$ cat src/rtl/usb_pkg.sv
// Shared definitions for the usb command/readback path: scheduler state encoding
// and the packet-type codes carried on send_btype/read_btype.
// Imported by usb_sched and usb_rr_arb; the BTYPE_* codes are also used by the usb tx/cs blocks.
package usb_pkg;

    typedef enum logic [2:0] {
        ST_IDLE    = 3'd0,
        ST_SEND    = 3'd1,
        ST_WAIT_TX = 3'd2,
        ST_WAIT_RX = 3'd3,
        ST_ACK     = 3'd4,
        ST_DONE    = 3'd5,
        ST_FAIL    = 3'd6
    } sched_state_t;

    localparam logic [3:0] BTYPE_NONE  = 4'h0;
    localparam logic [3:0] BTYPE_CMD   = 4'h1;
    localparam logic [3:0] BTYPE_READ  = 4'h2;
    localparam logic [3:0] BTYPE_WRITE = 4'h3;
    localparam logic [3:0] BTYPE_STAT  = 4'h5;

endpackage

$ cat src/rtl/usb_rr_arb.sv
// Round-robin picker: first set req bit at or after ptr, wrapping, as one-hot gnt plus index.
// Latency: purely combinational, no state (the pointer is owned by the caller).
// Backpressure: none; any=0 when no request is pending.
//  req [NREQ]  request levels      ptr [IDW]  highest-priority index
//  gnt [NREQ]  one-hot winner      id  [IDW]  winner index      any  a winner exists
module usb_rr_arb
    import usb_pkg::*;
#(
    parameter int NREQ = 4,
    parameter int IDW  = $clog2(NREQ)
) (
    input  logic [NREQ-1:0] req,
    input  logic [IDW-1:0]  ptr,
    output logic [NREQ-1:0] gnt,
    output logic [IDW-1:0]  id,
    output logic            any
);

    logic [IDW:0]   sum;
    logic [IDW-1:0] idx;

    // Walk offsets from farthest to nearest so the nearest requester at/after ptr wins.
    always_comb begin
        gnt = '0;
        id  = '0;
        any = 1'b0;
        sum = '0;
        idx = '0;
        for (int k = NREQ - 1; k >= 0; k--) begin
            sum = {1'b0, ptr} + (IDW+1)'(k);
            if (sum >= (IDW+1)'(NREQ)) begin
                sum = sum - (IDW+1)'(NREQ);
            end
            idx = sum[IDW-1:0];
            if (req[idx]) begin
                gnt      = '0;
                gnt[idx] = 1'b1;
                id       = idx;
                any      = 1'b1;
            end
        end
    end

endmodule

$ cat src/rtl/usb_sched.sv
// Round-robin scheduler sharing the usb command/readback channel among NREQ requesters,
// Latency: req -> fs_send 2 cycles; rsp_valid one cycle after the fd_read handshake closes.
// Backpressure: requesters hold req until rsp_valid; usb side uses fs_send/fd_send and four-phase fs_read/fd_read.
//  clk, rst                  sync active-high reset
//  req/req_btype/req_cmd/req_rinit   per-requester request level and payload slices
//  rsp_valid/rsp_err/rsp_stat        one-hot completion pulse, error flag, captured cache_stat
//  busy                              state != IDLE
//  fs_send/send_btype/cache_cmd/fd_send          command channel to/from usb
//  fs_read/read_btype/read_ram_init/fd_read/cache_stat   readback channel to/from usb
module usb_sched
    import usb_pkg::*;
#(
    parameter int NREQ  = 4,
    parameter int TMO   = 4096,
    parameter int RETRY = 3
) (
    input  logic               clk,
    input  logic               rst,
    input  logic [NREQ-1:0]    req,
    input  logic [4*NREQ-1:0]  req_btype,
    input  logic [32*NREQ-1:0] req_cmd,
    input  logic [12*NREQ-1:0] req_rinit,
    output logic [NREQ-1:0]    rsp_valid,
    output logic               rsp_err,
    output logic [31:0]        rsp_stat,
    output logic               busy,
    output logic               fs_send,
    output logic [3:0]         send_btype,
    output logic [31:0]        cache_cmd,
    input  logic               fd_send,
    input  logic               fs_read,
    input  logic [3:0]         read_btype,
    output logic [11:0]        read_ram_init,
    output logic               fd_read,
    input  logic [31:0]        cache_stat
);

    localparam int IDW = $clog2(NREQ);
    localparam int TW  = $clog2(TMO + 1);
    localparam int RW  = (RETRY > 0) ? $clog2(RETRY + 1) : 1;

    sched_state_t   state;
    logic [NREQ-1:0] gnt_q;
    logic [IDW-1:0]  id_q;
    logic [3:0]      btype_q;
    logic [31:0]     cmd_q;
    logic [11:0]     rinit_q;
    logic [31:0]     stat_q;
    logic [IDW-1:0]  rr_q;
    logic [RW-1:0]   retry_q;
    logic [TW-1:0]   timer_q;
    logic            tx_seen_q;   // fd_send already observed high in this send
    logic            stray_q;     // current ACK is for a dropped wrong-type packet

    logic [NREQ-1:0] arb_gnt;
    logic [IDW-1:0]  arb_id;
    logic            arb_any;
    logic [3:0]      sel_btype;
    logic [31:0]     sel_cmd;
    logic [11:0]     sel_rinit;

    usb_rr_arb #(
        .NREQ (NREQ),
        .IDW  (IDW)
    ) u_arb (
        .req (req),
        .ptr (rr_q),
        .gnt (arb_gnt),
        .id  (arb_id),
        .any (arb_any)
    );

    always_comb begin
        sel_btype = '0;
        sel_cmd   = '0;
        sel_rinit = '0;
        for (int i = 0; i < NREQ; i++) begin
            if (arb_gnt[i]) begin
                sel_btype = req_btype[4*i +: 4];
                sel_cmd   = req_cmd[32*i +: 32];
                sel_rinit = req_rinit[12*i +: 12];
            end
        end
    end

    assign busy = (state != ST_IDLE);

    always_ff @(posedge clk) begin
        if (rst) begin
            state         <= ST_IDLE;
            gnt_q         <= '0;
            id_q          <= '0;
            btype_q       <= '0;
            cmd_q         <= '0;
            rinit_q       <= '0;
            stat_q        <= '0;
            rr_q          <= '0;
            retry_q       <= '0;
            timer_q       <= '0;
            tx_seen_q     <= 1'b0;
            stray_q       <= 1'b0;
            rsp_valid     <= '0;
            rsp_err       <= 1'b0;
            rsp_stat      <= '0;
            fs_send       <= 1'b0;
            send_btype    <= '0;
            cache_cmd     <= '0;
            read_ram_init <= '0;
            fd_read       <= 1'b0;
        end else begin
            case (state)
                ST_IDLE: begin
                    if (arb_any) begin
                        gnt_q   <= arb_gnt;
                        id_q    <= arb_id;
                        btype_q <= sel_btype;
                        cmd_q   <= sel_cmd;
                        rinit_q <= sel_rinit;
                        retry_q <= '0;
                        state   <= ST_SEND;
                    end
                end

                ST_SEND: begin
                    fs_send    <= 1'b1;
                    send_btype <= btype_q;
                    cache_cmd  <= cmd_q;
                    tx_seen_q  <= 1'b0;
                    state      <= ST_WAIT_TX;
                end

                // Two phases: wait for fd_send high, then for it to fall again,
                // so a usb block that holds fd_send as a level is not double-counted.
                ST_WAIT_TX: begin
                    if (!tx_seen_q) begin
                        if (fd_send) begin
                            fs_send   <= 1'b0;
                            timer_q   <= '0;
                            tx_seen_q <= 1'b1;
                        end
                    end else if (!fd_send) begin
                        read_ram_init <= rinit_q;
                        state         <= ST_WAIT_RX;
                    end
                end

                // fs_read is tested before the timeout so a reply landing on the
                // last timer cycle still counts as success.
                ST_WAIT_RX: begin
                    if (fs_read) begin
                        fd_read <= 1'b1;
                        stray_q <= (read_btype != btype_q);
                        if (read_btype == btype_q) begin
                            stat_q <= cache_stat;
                        end
                        state <= ST_ACK;
                    end else if (timer_q == TW'(TMO - 1)) begin
                        if (retry_q < RW'(RETRY)) begin
                            retry_q <= retry_q + RW'(1);
                            state   <= ST_SEND;
                        end else begin
                            rsp_valid     <= gnt_q;
                            rsp_err       <= 1'b1;
                            rsp_stat      <= '0;
                            read_ram_init <= '0;
                            state         <= ST_FAIL;
                        end
                    end else begin
                        timer_q <= timer_q + TW'(1);
                    end
                end

                // Stray packets return to WAIT_RX with the timer untouched.
                ST_ACK: begin
                    if (!fs_read) begin
                        fd_read <= 1'b0;
                        if (stray_q) begin
                            state <= ST_WAIT_RX;
                        end else begin
                            rsp_valid     <= gnt_q;
                            rsp_err       <= 1'b0;
                            rsp_stat      <= stat_q;
                            read_ram_init <= '0;
                            state         <= ST_DONE;
                        end
                    end
                end

                ST_DONE, ST_FAIL: begin
                    rsp_valid  <= '0;
                    rsp_err    <= 1'b0;
                    rsp_stat   <= '0;
                    send_btype <= '0;
                    cache_cmd  <= '0;
                    retry_q    <= '0;
                    rr_q       <= (id_q == IDW'(NREQ - 1)) ? '0 : id_q + IDW'(1);
                    state      <= ST_IDLE;
                end

                default: begin
                    state <= ST_IDLE;
                end
            endcase
        end
    end

endmodule

$ cat config.mk
export PLATFORM = sky130hd
export DESIGN_NAME = usb_sched
export DESIGN_NICKNAME = d
export VERILOG_FILES = /design/src/rtl/usb_pkg.sv /design/src/rtl/usb_rr_arb.sv /design/src/rtl/usb_sched.sv
export SDC_FILE = /design/constraint.sdc
export NUM_CORES = 1
export LEC_CHECK = 0
export ABC_AREA = 1
export BUFFER_PORTS_ARGS = -buffer_cell sky130_fd_sc_hd__buf_4
export CAP_MARGIN = 10
export CORE_AREA = 3 3 138 140
export DETAILED_ROUTE_END_ITERATION = 8
export DIE_AREA = 0 0 141 143
export GPL_TIMING_DRIVEN = 0
export PLACE_DENSITY = 0.85
export SETUP_SLACK_MARGIN = 0.05
export SYNTH_ARGS = -nofsm -noshare
export SYNTH_HDL_FRONTEND = slang
export SYNTH_HIERARCHICAL = 1
export SYNTH_SLANG_ARGS = --single-unit
$ cat constraint.sdc
create_clock -name clk -period 6.36 [get_ports clk]
set_input_delay 0.954 -clock clk [delete_from_list [all_inputs] [get_ports clk]]
set_output_delay 0.954 -clock clk [all_outputs]
set_load 0.02 [all_outputs]
# Word-level counts from Yosys, hierarchy flattened
# Index checks and enable logic that the tools add are counted.
classes:
  n_addsub: 10
  n_lt_le_gt_ge: 13
  eq_ne: 24
  mux: 101
  n_reduce_logical: 24
op_table:
  columns: ["cell", "count"]
  rows:
  - ["$mux W32", 9]
  - ["$mux W12", 11]
  - ["$pmux W32 S3", 1]
  - ["$pmux W32 S2", 1]
  - ["$mux W13", 4]
  - ["$mux W4", 13]
  - ["$pmux W12 S3", 1]
  - ["$mux W2", 13]
  - ["$ne A2 B2 Y1 const B", 13]
  - ["$pmux W13 S2", 1]
  - ["$mux W3", 8]
  - ["$mux W1", 23]
  - ["$pmux W3 S5", 1]
  - ["$reduce_and A5 Y1", 3]
  - ["$add A13 B1 Y13 const B", 1]
  - ["$eq A13 B12 Y1 const B", 1]
  - ["$lt A2 B3 Y1 const B", 4]
  - ["$pmux W4 S3", 1]
  - ["$reduce_bool A3 Y1", 4]
  - ["$eq A3 B3 Y1 const B", 3]
  - ["$ge A3 B3 Y1 const B", 3]
  - ["$reduce_and A3 Y1", 3]
  - ["$bmux W1 S2", 4]
  - ["$demux W1 S2", 4]
  - ["other kinds (24)", 42]
totals:
  reg_bits: 195
  in_bits: 236
  output_inout_bits: 88
  word_cells: 192

# Longest topological paths before layout
# Gate-level depths: netlist of run 1.
depth:
  depth_word: 15
  depth_mapped: 20
  mapped_depth_nobuf: 19

# Hierarchy
# The synthesis of run 1 kept the hierarchy.
by_module_without_submodules:
  columns: ["mod", "n_inst", "cells_per_inst", "area_per_inst_um2", "seq_area_each_um2"]
  rows:
  - ["usb_sched", 1, 1410, 9360.2, 3903.7]
  - ["usb_rr_arb", 1, 88, 491.7, 0.0]

# Worst setup path after synthesis of run 1
# Ideal clock, no wire load.
synth_path:
  path_kind: "input port to flip-flop"
  start: "in req[2]"
  end: "reg cmd_q[16]"
  setup_time_ns: 0.065
  arrival_time_ns: 2.752
  required_ns: 6.295
  path_slack_ns: 3.543
  path_stages: 16
  path_buffers: 3
  path_cell_list: "inv_2 o21ai_1 nand2_1 nand2_4 inv_2 or2_0 nand2_1 inv_1 clkbuf_1 nor2_1 buf_2 buf_1 a22oi_1 o21ai_0 a21oi_1 nor2_1"
synth_via:
  word_cells_on_any_way: 21
  classes_between: "mux: 20; reduce/logical: 1"
synth_rtl:
  columns: ["item", "line", "rtl"]
  rows:
  - ["start, declared", "usb_sched.sv:19", "input logic [NREQ-1:0] req,"]
  - ["$bmux W1 S2", "usb_rr_arb.sv:35", "if (req[idx]) begin"]
  - ["$mux W1 (implied by the code)", "usb_rr_arb.sv:35", null]
  - ["$mux W4 (3 in series)", "usb_rr_arb.sv:35", null]
  - ["$mux W4 *", "usb_rr_arb.sv:35", null]
  - ["net arb_gnt[1]", "usb_sched.sv:55", "logic [NREQ-1:0] arb_gnt;"]
  - ["$mux W32 * (3 in series)", "usb_sched.sv:78", "if (arb_gnt[i]) begin"]
  - ["end signal, assigned", "usb_sched.sv:117", "cmd_q <= sel_cmd;"]
  - ["end, declared", "usb_sched.sv:46", "logic [31:0] cmd_q;"]
# Mark *: on every way through the listed nets, which the timed path passes. The rest lies on a longest branch. The select of a mux whose other input is x is not followed.
# A chain may end at the register's enable or synchronous reset.

# Worst setup path in the final report of run 1
layout_path:
  start: "reg rr_q[0]"
  end: "reg cmd_q[28]"
layout_via:
  word_cells_on_any_way: 56
  classes_between: "add/sub: 7; order compare: 12; mux: 32; reduce/logical: 5"
layout_rtl:
  columns: ["item", "line", "rtl"]
  rows:
  - ["start, declared", "usb_sched.sv:49", "logic [IDW-1:0] rr_q;"]
  - ["start signal, assigned", "usb_sched.sv:196", "rr_q <= (id_q == IDW'(NREQ - 1)) ? '0 : id_q + IDW'(1);"]
  - ["$add A2 B2 Y3", "usb_rr_arb.sv:30", "sum = {1'b0, ptr} + (IDW+1)'(k);"]
  - ["$ge A3 B3 Y1 or $sub A2 B1 Y2 (tied branches)", "usb_rr_arb.sv:31, usb_rr_arb.sv:32", null]
  - ["$mux W2", "usb_rr_arb.sv:31", "if (sum >= (IDW+1)'(NREQ)) begin"]
  - ["$lt A2 B3 Y1 (implied by the code) or $ge A2 B1 Y1 (tied branches)", "usb_rr_arb.sv:37", "gnt[idx] = 1'b1;"]
  - ["$logic_and A1 B1 Y1 (implied by the code)", "usb_rr_arb.sv:37", null]
  - ["$mux W1 (implied by the code)", "usb_rr_arb.sv:37", null]
  - ["$demux W1 S2", null, null]
  - ["$mux W4 (3 in series)", "usb_rr_arb.sv:35", null]
  - ["$mux W4 *", "usb_rr_arb.sv:35", null]
  - ["net arb_gnt[1]", "usb_sched.sv:55", null]
  - ["$mux W32 * (3 in series)", "usb_sched.sv:78", null]
# Marks and branches as above.

==> impl_metrics.py, run 1 <==
metrics = {
    "place": {
        "place_area_um2": 12600,
        "gp_congestion": 0.985,
        "io_buffers": 322,
        "dp.final_hpwl_um": 26900,
    },
    "timing": {
        "slew_headroom_pct": 50.3,
        "clock.fmax_mhz": 268,
        "drv_slew": 0,
        "period_share_pct": 58.8,
        "setup_viol_count_final": 0,
        "rsz0062_at_grt": "false",
        "worst_pin_slew_ps": 745,
        "hold_violations": 0,
        "fin_skew_ps": 14.0,
        "period_needed_ps": 3740,
        "setup-tns-final_ps": 0,
    },
    "clock_tree": {
        "cts-htree-levels": 4,
        "cts_buffers": 17,
        "cts.sinks": 195,
        "cts_tree": "yes",
        "cts_root_buffer": "clkbuf_16",
        "post_cts_buffers": 0,
        "ctsResizeCount": 0,
        "clk_latency_ps": 440,
        "hold_buffers": 0,
        "path_clk_slew_ps": 70,
        "max-clock-path-buffers": 2,
    },
    "finish": {
        "fin_area_um2": 13100,
        "layout_commonest_cell": "nand2_1",
        "fill_cells": 1542,
        "nets": 2086,
        "area_growth_pct": 33.2,
        "drive_gt1_share_pct": 22.4,
        "antenna_cells": 0,
        "layout_common_cells": "nand2_1, buf_4, dfxtp_1",
    },
    "grt": {
        "antenna_found_initial": 0,
        "grt_start_max_net_pins": 20,
        "grt_usage_pct": 33.4,
        "grt_pass1_vias": 10900,
        "grt_overflow": 0,
        "grt_pass1_wl_um": 53900,
    },
    "worst_setup_path": {
        "criticalPathCategory": "reg2reg",
        "cp.buffers_inverters": 7,
        "required_ps": 6730,
        "end_kind": "flip-flop",
        "slowest_delay_ps": 590,
        "crit_cells": 18,
        "crit_slowest_cell": "dfxtp_1",
        "crit_chain": "inv_2 -> ha_1 -> inv_1 -> nand3_2 -> nand2_4 -> inv_4 -> nand3_1 -> nand3_1 -> nand2_1 -> inv_1 -> clkbuf_1 -> nor2_1 -> buf_2 -> buf_1 -> a22oi_1 -> o21ai_0 -> a21oi_1 -> nor2_1",
        "path_delay_family": "buffers and inverters",
        "crit_arrival_ps": 4110,
        "r2r.worst_path.cells": 18,
        "cp-start-kind": "flip-flop",
        "cp_max_fo": 12,
    },
    "yosys": {
        "synth_edf_count": 0,
        "seq_area_frac_synth_pct": 39.6,
        "netlist_instances": 1498,
        "synth_flop_cell": "dfxtp_1",
        "async_reset_ff_share_pct": 0,
        "synth_nets": 1745,
        "synth_area_per_cell_um2": 6.58,
        "ys_types": 39,
        "yosys_warnings": 6,
        "ys_seq_elements": 195,
        "syn_area_um2": 9850,
    },
    "floorplanning": {
        "fp.coreArea_um2": 18000,
        "die_w_um": 141,
        "die_height_um": 143,
        "boundaryPins": 324,
        "start_util_pct": 54.8,
        "dieArea_um2": 20200,
        "rows": 49,
    },
    "routing": {
        "drt_pass1_iterations": 5,
        "viasPerCell": 5.49,
        "drt-wirelength-per-cell_um": 16.9,
        "via_count": 11400,
        "routed_wl_um": 35200,
        "antenna_left": 0,
        "dr.max_layer_used": "met4",
        "route.met2.wl_um": 17400,
        "drt_iter0_drc": 841,
        "wl_met1_um": 13300,
        "drc_errors": 0,
        "wl_met3_um": 2880,
    },
    "power_and_ir_drop": {
        "power_density_nw_per_um2": 431,
        "power.leakage_nw": 6.11,
        "vdd_drop_max_uv": 311,
    },
    "job": {
        "max_cap_viol_count": 0,
    },
    "min_path": {
        "holdCritPathClass": "reg2reg",
        "hold-path-cell-count": 2,
    },
    "status": {
        "outcome": "finished clean",
    },
}
[Yosys cell counts, types with 3 or more instances]
cell type / instances / area [um2]
a21oi_1: 167 / 836
a22o_1: 9 / 78.8
a22oi_1: 35 / 263
a31oi_1: 9 / 56.3
buf_1: 7 / 26.3
buf_2: 27 / 135
clkbuf_1: 61 / 229
dfxtp_1: 195 / 3900
ha_1: 11 / 138
inv_1: 120 / 450
inv_2: 7 / 26.3
nand2_1: 453 / 1700
nand2_2: 5 / 31.3
nand3_1: 116 / 581
nand3_2: 5 / 50.1
nand4_1: 20 / 125
nor2_1: 150 / 563
nor2_2: 4 / 25.0
nor2_4: 3 / 33.8
o211ai_1: 17 / 128
o21ai_0: 42 / 210
o21ai_1: 8 / 40.0
or2_0: 4 / 25.0
xor2_1: 4 / 35.0
[per-layer routing]
layer | vias to the layer above | track usage (%)
li1 | 5538 | -
met1 | 5218 | 39.6
met2 | 555 | 58.6
met3 | 105 | 6.10
met4 | 0 | 16.3
met5 | - | 0
[final timing paths]
| path | start | endpoint | slack (ps) |
|---|---|---|---|
| worst max-delay path | rr_q[0]$_SDFFE_PP0P_ | cmd_q[28]$_SDFFE_PP0P_ | 2620 |
| worst min-delay path | stat_q[26]$_SDFFE_PP0P_ | stat_q[26]$_SDFFE_PP0P_ | 470 |
| worst min register to register | stat_q[26]$_SDFFE_PP0P_ | stat_q[26]$_SDFFE_PP0P_ | 470 |
| worst max register to register | rr_q[0]$_SDFFE_PP0P_ | cmd_q[28]$_SDFFE_PP0P_ | 2620 |
[worst min-delay path: stages (launching register included)]
cell,delay [ps]
dfxtp_1,310
nand2_1,60
a21oi_1,50
[report_power, final]
group	switching (mW)	leakage [nW]	internal [mW]
clock	0.523	0.275	0.521
combinational	1.88	4.25	0.974
sequential	0.221	1.59	1.54
total	2.63	6.11	3.03
[area by class of cell]
cell class	instances	area (um2)	share of cell area, %
multi-input cells	1076	5040	38.4
inverters	129	487	3.71
clock buffers	17	425	3.24
flip-flops and latches	195	3900	29.7
well taps	229	287	2.18
repair buffers	322	2420	18.4
clock inverters	15	143	1.09
plain buffers	98	417	3.17
[flip-flops by register name, summed over array words and instances (netlist names), 2 cells and up]
name / cells
rsp_valid: 4
rr_q: 2
state: 3
stat_q: 32
retry_q: 2
rsp_stat: 32
timer_q: 13
cache_cmd: 32
send_btype: 4
cmd_q: 32
btype_q: 4
rinit_q: 12
gnt_q: 4
id_q: 2
read_ram_init: 12
[through the flow]
stage	power, mW	std cells	hold WS (ps)	utilization [%]	setup slack (ps)
floorplan	3.60	1498	439	-	3540
global placement	4.50	2049	449	69.9	2790
detailed placement	4.56	2049	452	69.9	2690
CTS	5.61	2081	464	73.1	2740
global route	6.03	2081	486	73.1	2440
finish	5.66	2081	465	73.1	2620
[kinds of logic (layout without fill, tap and decap cells)]
logic type      after synthesis  after routing  share of synthesized area [%]
buf+inv                     227            581                           9.17
flops                       195            195                           39.6
fa+ha+maj                    11             11                           1.40
simple gates                768            768                           32.5
compound gates              293            293                           16.9
xor+xnor                      4              4                          0.356
Note: power is estimated with default switching activity, not from simulation.
==> run 2: changes to the inputs <==
CORE_AREA = 3 3 151 153   (was 3 3 138 140)
DIE_AREA = 0 0 154 156   (was 0 0 141 143)
PLACE_DENSITY = 0.76   (was 0.85)
clock period = 3.3 ns   (was 6.36 ns; I/O delays follow)
==> run 2 against run 1 <==
Net effect: fmax rose by 22%; total power rose by 98%; final cell count rose by 2.3%; final area rose by 1.2%; count of clock-buffer cells in the layout did not move; via count fell by 1.4%; setup slack got worse by 2400 ps; critical endpoint is now btype_q[1]$_SDFFE_PP0P_; largest cell class unchanged.
==> impl_metrics.py, run 2 (synthesis results as in run 1) <==
metrics = {
    "status": {
        "outcome": "finished clean",
    },
    "worst_setup_path": {
        "crit_chain": "inv_1 -> ha_1 -> inv_1 -> nand3_2 -> nand2_4 -> inv_4 -> nand3_1 -> nand3_1 -> nand2_1 -> inv_1 -> nor2_1 -> clkbuf_4 -> buf_4 -> a22oi_1 -> o21ai_1 -> a21oi_1 -> nor2_1",
        "criticalPathCategory": "reg2reg",
        "required_ps": 3670,
        "critPathMostFrequentCell": "inv_1",
        "cp-start-kind": "flip-flop",
        "crit_slowest_cell": "dfxtp_2",
        "slowest_delay_ps": 430,
        "cp_max_fo": 10,
        "crit_arrival_ps": 3440,
        "end_kind": "flip-flop",
    },
    "clock_tree": {
        "cts_tree": "yes",
        "cts_root_buffer": "clkbuf_16",
        "max-clock-path-buffers": 2,
        "path_clk_slew_ps": 70,
        "clk_latency_ps": 440,
        "cts_buffers": 17,
        "cts-htree-levels": 4,
        "cts.sinks": 195,
    },
    "finish": {
        "antenna_cells": 0,
        "drive_gt1_share_pct": 23.1,
        "nets": 2083,
        "fin_area_um2": 13300,
        "layout_commonest_cell": "nand2_1",
        "area_growth_pct": 34.8,
        "layout_common_cells": "nand2_1, buf_4, dfxtp_1",
    },
    "timing": {
        "period_needed_ps": 3070,
        "period_share_pct": 93.0,
        "rsz0062_at_grt": "false",
        "setup_viol_count_final": 0,
        "whs_ps": 329,
        "clock.fmax_mhz": 326,
        "drv_slew": 0,
        "slew_headroom_pct": 44.9,
        "worst_pin_slew_ps": 826,
        "hold_violations": 0,
        "fin_skew_ps": 12.1,
    },
    "grt": {
        "grt_start_max_net_pins": 20,
        "grt_pass1_wl_um": 55000,
        "antenna_found_initial": 1,
        "grt_overflow": 0,
        "grt_usage_pct": 28.6,
        "grt_pass1_vias": 10600,
    },
    "routing": {
        "via_count": 11300,
        "drt_iter0_drc": 879,
        "drt-wirelength-per-cell_um": 16.9,
        "drc_errors": 0,
        "drt_pass1_iterations": 7,
        "antenna_left": 0,
        "viasPerCell": 5.29,
        "routed_wl_um": 36100,
    },
    "power_and_ir_drop": {
        "vdd_drop_max_uv": 460,
        "switching_share_pct": 45.5,
        "internal_power_mw": 6.10,
        "clock_power_share_pct": 20.3,
        "p_switching_mw": 5.08,
        "power_density_nw_per_um2": 842,
        "power_frac_seq_pct": 30.2,
        "power.leakage_nw": 6.18,
        "power_frac_comb_pct": 49.5,
    },
    "floorplanning": {
        "rows": 54,
        "fp.coreArea_um2": 21700,
        "start_util_pct": 45.4,
        "die_height_um": 156,
        "die_w_um": 154,
        "dieArea_um2": 24000,
        "boundaryPins": 324,
    },
    "job": {
        "max_cap_viol_count": 0,
    },
    "place": {
        "gp_congestion": 0.952,
        "dp.final_hpwl_um": 28000,
        "place_area_um2": 12600,
        "io_buffers": 322,
    },
    "min_path": {
        "holdCritPathClass": "in2reg",
    },
}
## run 2: cell types whose count changed in the layout (fill, tap and decap cells not counted), sizes merged
cell	change
bufinv	+3
clkbuf	-1
buf	-2
clkinv	-3
## run 2: power groups by stage
stage | registers [mW] | clock network (mW) | logic (mW)
after floorplan | 3.58 | 0 | 3.35
after global placement | 3.40 | 0 | 5.38
after detailed placement | 3.40 | 0 | 5.45
after CTS | 3.36 | 2.29 | 5.49
after global routing | 3.44 | 2.37 | 6.15
final | 3.37 | 2.27 | 5.54
## run 2: metal layers
metal	GRT usage (%)	vias to the layer above	wire length, um
met3	6.07	94	2630
met5	0	-	0
met2	48.9	466	17400
li1	-	5528	-
met1	34.5	5166	14500
met4	13.3	0	1530
## run 2: final cells by class
class	count	area, um2
Timing Repair Buffer	322	2420
Clock inverter	15	214
Buffer	95	425
Sequential cell	195	3910
Tap cell	280	350
Inverter	129	487
Fill cell	2057	8410
Multi-Input combinational cell	1076	5050
Clock buffer	17	425
## run 2: final timing paths
check | start | endpoint | slack [ps] | depth (start not counted)
worst max register to register | rr_q[1]$_SDFFE_PP0P_ | btype_q[1]$_SDFFE_PP0P_ | 230 | 17
worst max-delay path | rr_q[1]$_SDFFE_PP0P_ | btype_q[1]$_SDFFE_PP0P_ | 230 | 17
worst min-delay path | req_rinit[34] | rinit_q[10]$_SDFFE_PP0P_ | 330 | 3
worst min register to register | send_btype[0]$_SDFFE_PP0P_ | send_btype[0]$_SDFFE_PP0P_ | 460 | 2
## run 2: per-stage QoR
stage,instances,setup slack (ps),setup TNS (ps),power (mW),utilization (%)
global placement,2100,-450,-8990,8.78,58.2
CTS,2131,51.6,0,11.1,61.2
finish,2129,231,0,11.2,61.2
global route,2129,51.2,0,12.0,61.2
detailed placement,2100,-453,-9480,8.86,58.2
floorplan,1498,586,0,6.93,-
## run 2: what timing repair did
action,4_1_cts,5_1_grt
resized for setup,10,12
hold buffers,0,0
buffers inserted,0,0
setup endpoints to repair,50,45
## run 2: worst max-delay path, delay by kind of cell, from the launching register on
kind | cells | cell delay [ps]
simple gates | 7 | 800
fa+ha+maj | 1 | 360
flops | 1 | 430
buf+inv | 6 | 950
compound gates | 3 | 470
==> run 3: changes to the inputs <==
CORE_AREA = 3 3 142 172   (was 3 3 151 153)
DIE_AREA = 0 0 145 175   (was 0 0 154 156)
SYNTH_HIERARCHICAL = default   (was 1)
==> run 3 against run 2 <==
Net effect: sequential cell count is the same; total power shrank 23%; first-iteration DRC count shrank 31%; global-route usage shrank 0.71 points; clock skew grew 3.2 ps; critical endpoint is now cmd_q[29]$_SDFFE_PP0P_; combinational power shrank 38%; final area grew 6.3%; fmax grew 5.0%; critical path type unchanged; sequential share of layout area shrank 1.8 points; final cell count grew 10%.
==> impl_metrics.py, run 3 <==
metrics = {
    "status": {
        "outcome": "finished clean",
    },
    "clock_tree": {
        "cts_buffers": 17,
        "max-clock-path-buffers": 2,
        "clk_latency_ps": 450,
        "cts.sinks": 195,
        "cts-htree-levels": 4,
        "post_cts_buffers": 0,
        "path_clk_slew_ps": 90,
        "cts_tree": "yes",
        "cts_root_buffer": "clkbuf_16",
    },
    "timing": {
        "drv_slew": 0,
        "period_share_pct": 88.6,
        "whs_ps": 337,
        "layout_setup_ws_ps": 376,
        "worst_pin_slew_ps": 849,
        "rsz0062_at_grt": "false",
        "hold_violations": 0,
        "clock.fmax_mhz": 342,
        "fin_skew_ps": 15.4,
        "period_needed_ps": 2920,
        "slew_headroom_pct": 43.2,
        "setup_viol_count_final": 0,
        "setup-tns-final_ps": 0,
    },
    "routing": {
        "drt_iter0_drc": 608,
        "wl_met1_um": 14700,
        "drc_errors": 0,
        "routed_wl_um": 36600,
        "viasPerCell": 4.98,
        "route.met2.wl_um": 18000,
        "drt_pass1_iterations": 5,
        "drt-wirelength-per-cell_um": 15.7,
        "wl_met3_um": 2460,
        "dr.max_layer_used": "met4",
        "antenna_left": 0,
        "via_count": 11700,
    },
    "grt": {
        "grt_pass1_vias": 11400,
        "grt_overflow": 0,
        "grt_start_max_net_pins": 23,
        "grt_usage_pct": 27.9,
        "grt_pass1_wl_um": 57500,
        "antenna_found_initial": 0,
    },
    "finish": {
        "area_growth_pct": 32.3,
        "fill_cells": 2254,
        "nets": 2259,
        "instances_no_fill": 2341,
        "multi_input_area_um2": 5200,
        "ff_latch_area_um2": 3910,
        "finalCoreUtilization_pct": 61.4,
        "layout_commonest_cell": "nand2_1",
        "layout_common_cells": "nand2_1, buf_4, inv_1",
        "antenna_cells": 0,
        "fin_area_um2": 14100,
        "drive_gt1_share_pct": 23.1,
    },
    "yosys": {
        "ys_types": 42,
        "synth_flop_cell": "dfxtp_1",
        "synth.most_common_cell": "nand2_1",
        "synth_area_leaders": "dfxtp_1, nand2_1, inv_1",
        "synth_edf_count": 0,
        "ys_seq_elements": 195,
        "yosys_warnings": 0,
        "synth_area_per_cell_um2": 6.38,
        "synth_nets": 1918,
        "async_reset_ff_share_pct": 0,
        "yosys.area.top_type_share_pct": 36.6,
        "seq_area_frac_synth_pct": 36.6,
        "netlist_instances": 1672,
        "yosys-top-cells-count": "nand2_1, inv_1, dfxtp_1",
        "synth.largest_area_cell": "dfxtp_1",
        "syn_area_um2": 10700,
    },
    "job": {
        "max_cap_viol_count": 0,
    },
    "worst_setup_path": {
        "slowest_delay_ps": 440,
        "required_ps": 3660,
        "path_delay_family": "buffers and inverters",
        "end_kind": "flip-flop",
        "cp_max_fo": 10,
        "crit_chain": "inv_1 -> ha_1 -> inv_1 -> nand3_2 -> nand2_4 -> nor2_1 -> nand3_1 -> inv_1 -> nor2_4 -> buf_2 -> buf_2 -> o21ai_0 -> inv_1 -> nand2_1 -> a21oi_1",
        "cp.buffers_inverters": 6,
        "cp-start-kind": "flip-flop",
        "r2r_setup_slack_ps": 380,
        "criticalPathCategory": "reg2reg",
        "crit_slowest_cell": "dfxtp_2",
        "crit_arrival_ps": 3280,
        "critPathMostFrequentCell": "inv_1",
    },
    "place": {
        "place_area_um2": 13500,
        "gp_congestion": 0.961,
        "placed_cells": 2309,
        "dp.final_hpwl_um": 28900,
        "pre_cts_slack_ps": 223,
        "io_buffers": 322,
    },
    "min_path": {
        "holdCritPathClass": "in2reg",
    },
    "power_and_ir_drop": {
        "vdd_drop_max_uv": 321,
        "power_mw": 8.56,
        "power_density_nw_per_um2": 606,
        "power.leakage_nw": 7.12,
    },
    "floorplanning": {
        "start_util_pct": 46.4,
        "die_height_um": 175,
        "dieArea_um2": 25400,
        "die_w_um": 145,
        "boundaryPins": 324,
        "rows": 61,
        "fp.coreArea_um2": 23000,
    },
}
## run 3: cell types whose count changed in the layout (fill, tap and decap cells not counted), sizes merged, moves of 18 or more
cell    delta
nand4     +18
nand2    +100
a22oi     -23
nor2      -78
a211oi    +34
inv      +142
## run 3: path summary, 6_finish.rpt
path,start,endpoint,cells after the start
max,rr_q[1]$_SDFFE_PP0P_,cmd_q[29]$_SDFFE_PP0P_,15
max reg2reg,rr_q[1]$_SDFFE_PP0P_,cmd_q[29]$_SDFFE_PP0P_,15
min reg2reg,stat_q[24]$_SDFFE_PP0P_,stat_q[24]$_SDFFE_PP0P_,2
min,cache_stat[12],stat_q[12]$_SDFFE_PP0P_,3
## run 3: layout make-up
| type | instances | share of cell area (%) |
|---|---|---|
| Timing Repair Buffer | 322 | 17.1 |
| Sequential cell | 195 | 27.7 |
| Clock buffer | 17 | 3.01 |
| Buffer | 106 | 3.82 |
| Clock inverter | 15 | 1.47 |
| Tap cell | 315 | 2.79 |
| Multi-Input combinational cell | 1097 | 36.8 |
| Inverter | 274 | 7.29 |
## run 3: kinds of logic (layout without fill, tap and decap cells)
kind of cell / after synthesis / count (layout) / share of synthesized area (%)
xor gates and xnor gates: 6 / 6 / 0.493
DFF: 195 / 195 / 36.6
and+or+nand+nor: 807 / 807 / 32.6
buffers and inverters: 380 / 734 / 14.7
AOI/OAI and AO/OA: 274 / 274 / 14.5
adders and majority gates: 10 / 10 / 1.17
## run 3: what timing repair did
action | in CTS | in global routing
gates resized for setup | 0 | 4
endpoints found under the setup margin | 0 | 11
hold buffers | 0 | 0
## run 3: power by group
part	switching (mW)	internal, mW
clock network	1.07	1.05
registers	0.258	2.75
logic	2.22	1.21
## run 3: metal layers
layer  vias to the layer above  global-route usage (%)
met4                         0                    13.1
met5                         -                       0
met3                        90                    5.19
met2                       454                    48.8
met1                      5202                    33.1
li1                       5919                       -
## run 3: tightest hold or removal path, delay by kind of cell
family	cells	cell delay, ps
buf+inv	1	110
simple gates	1	90
compound gates	1	50
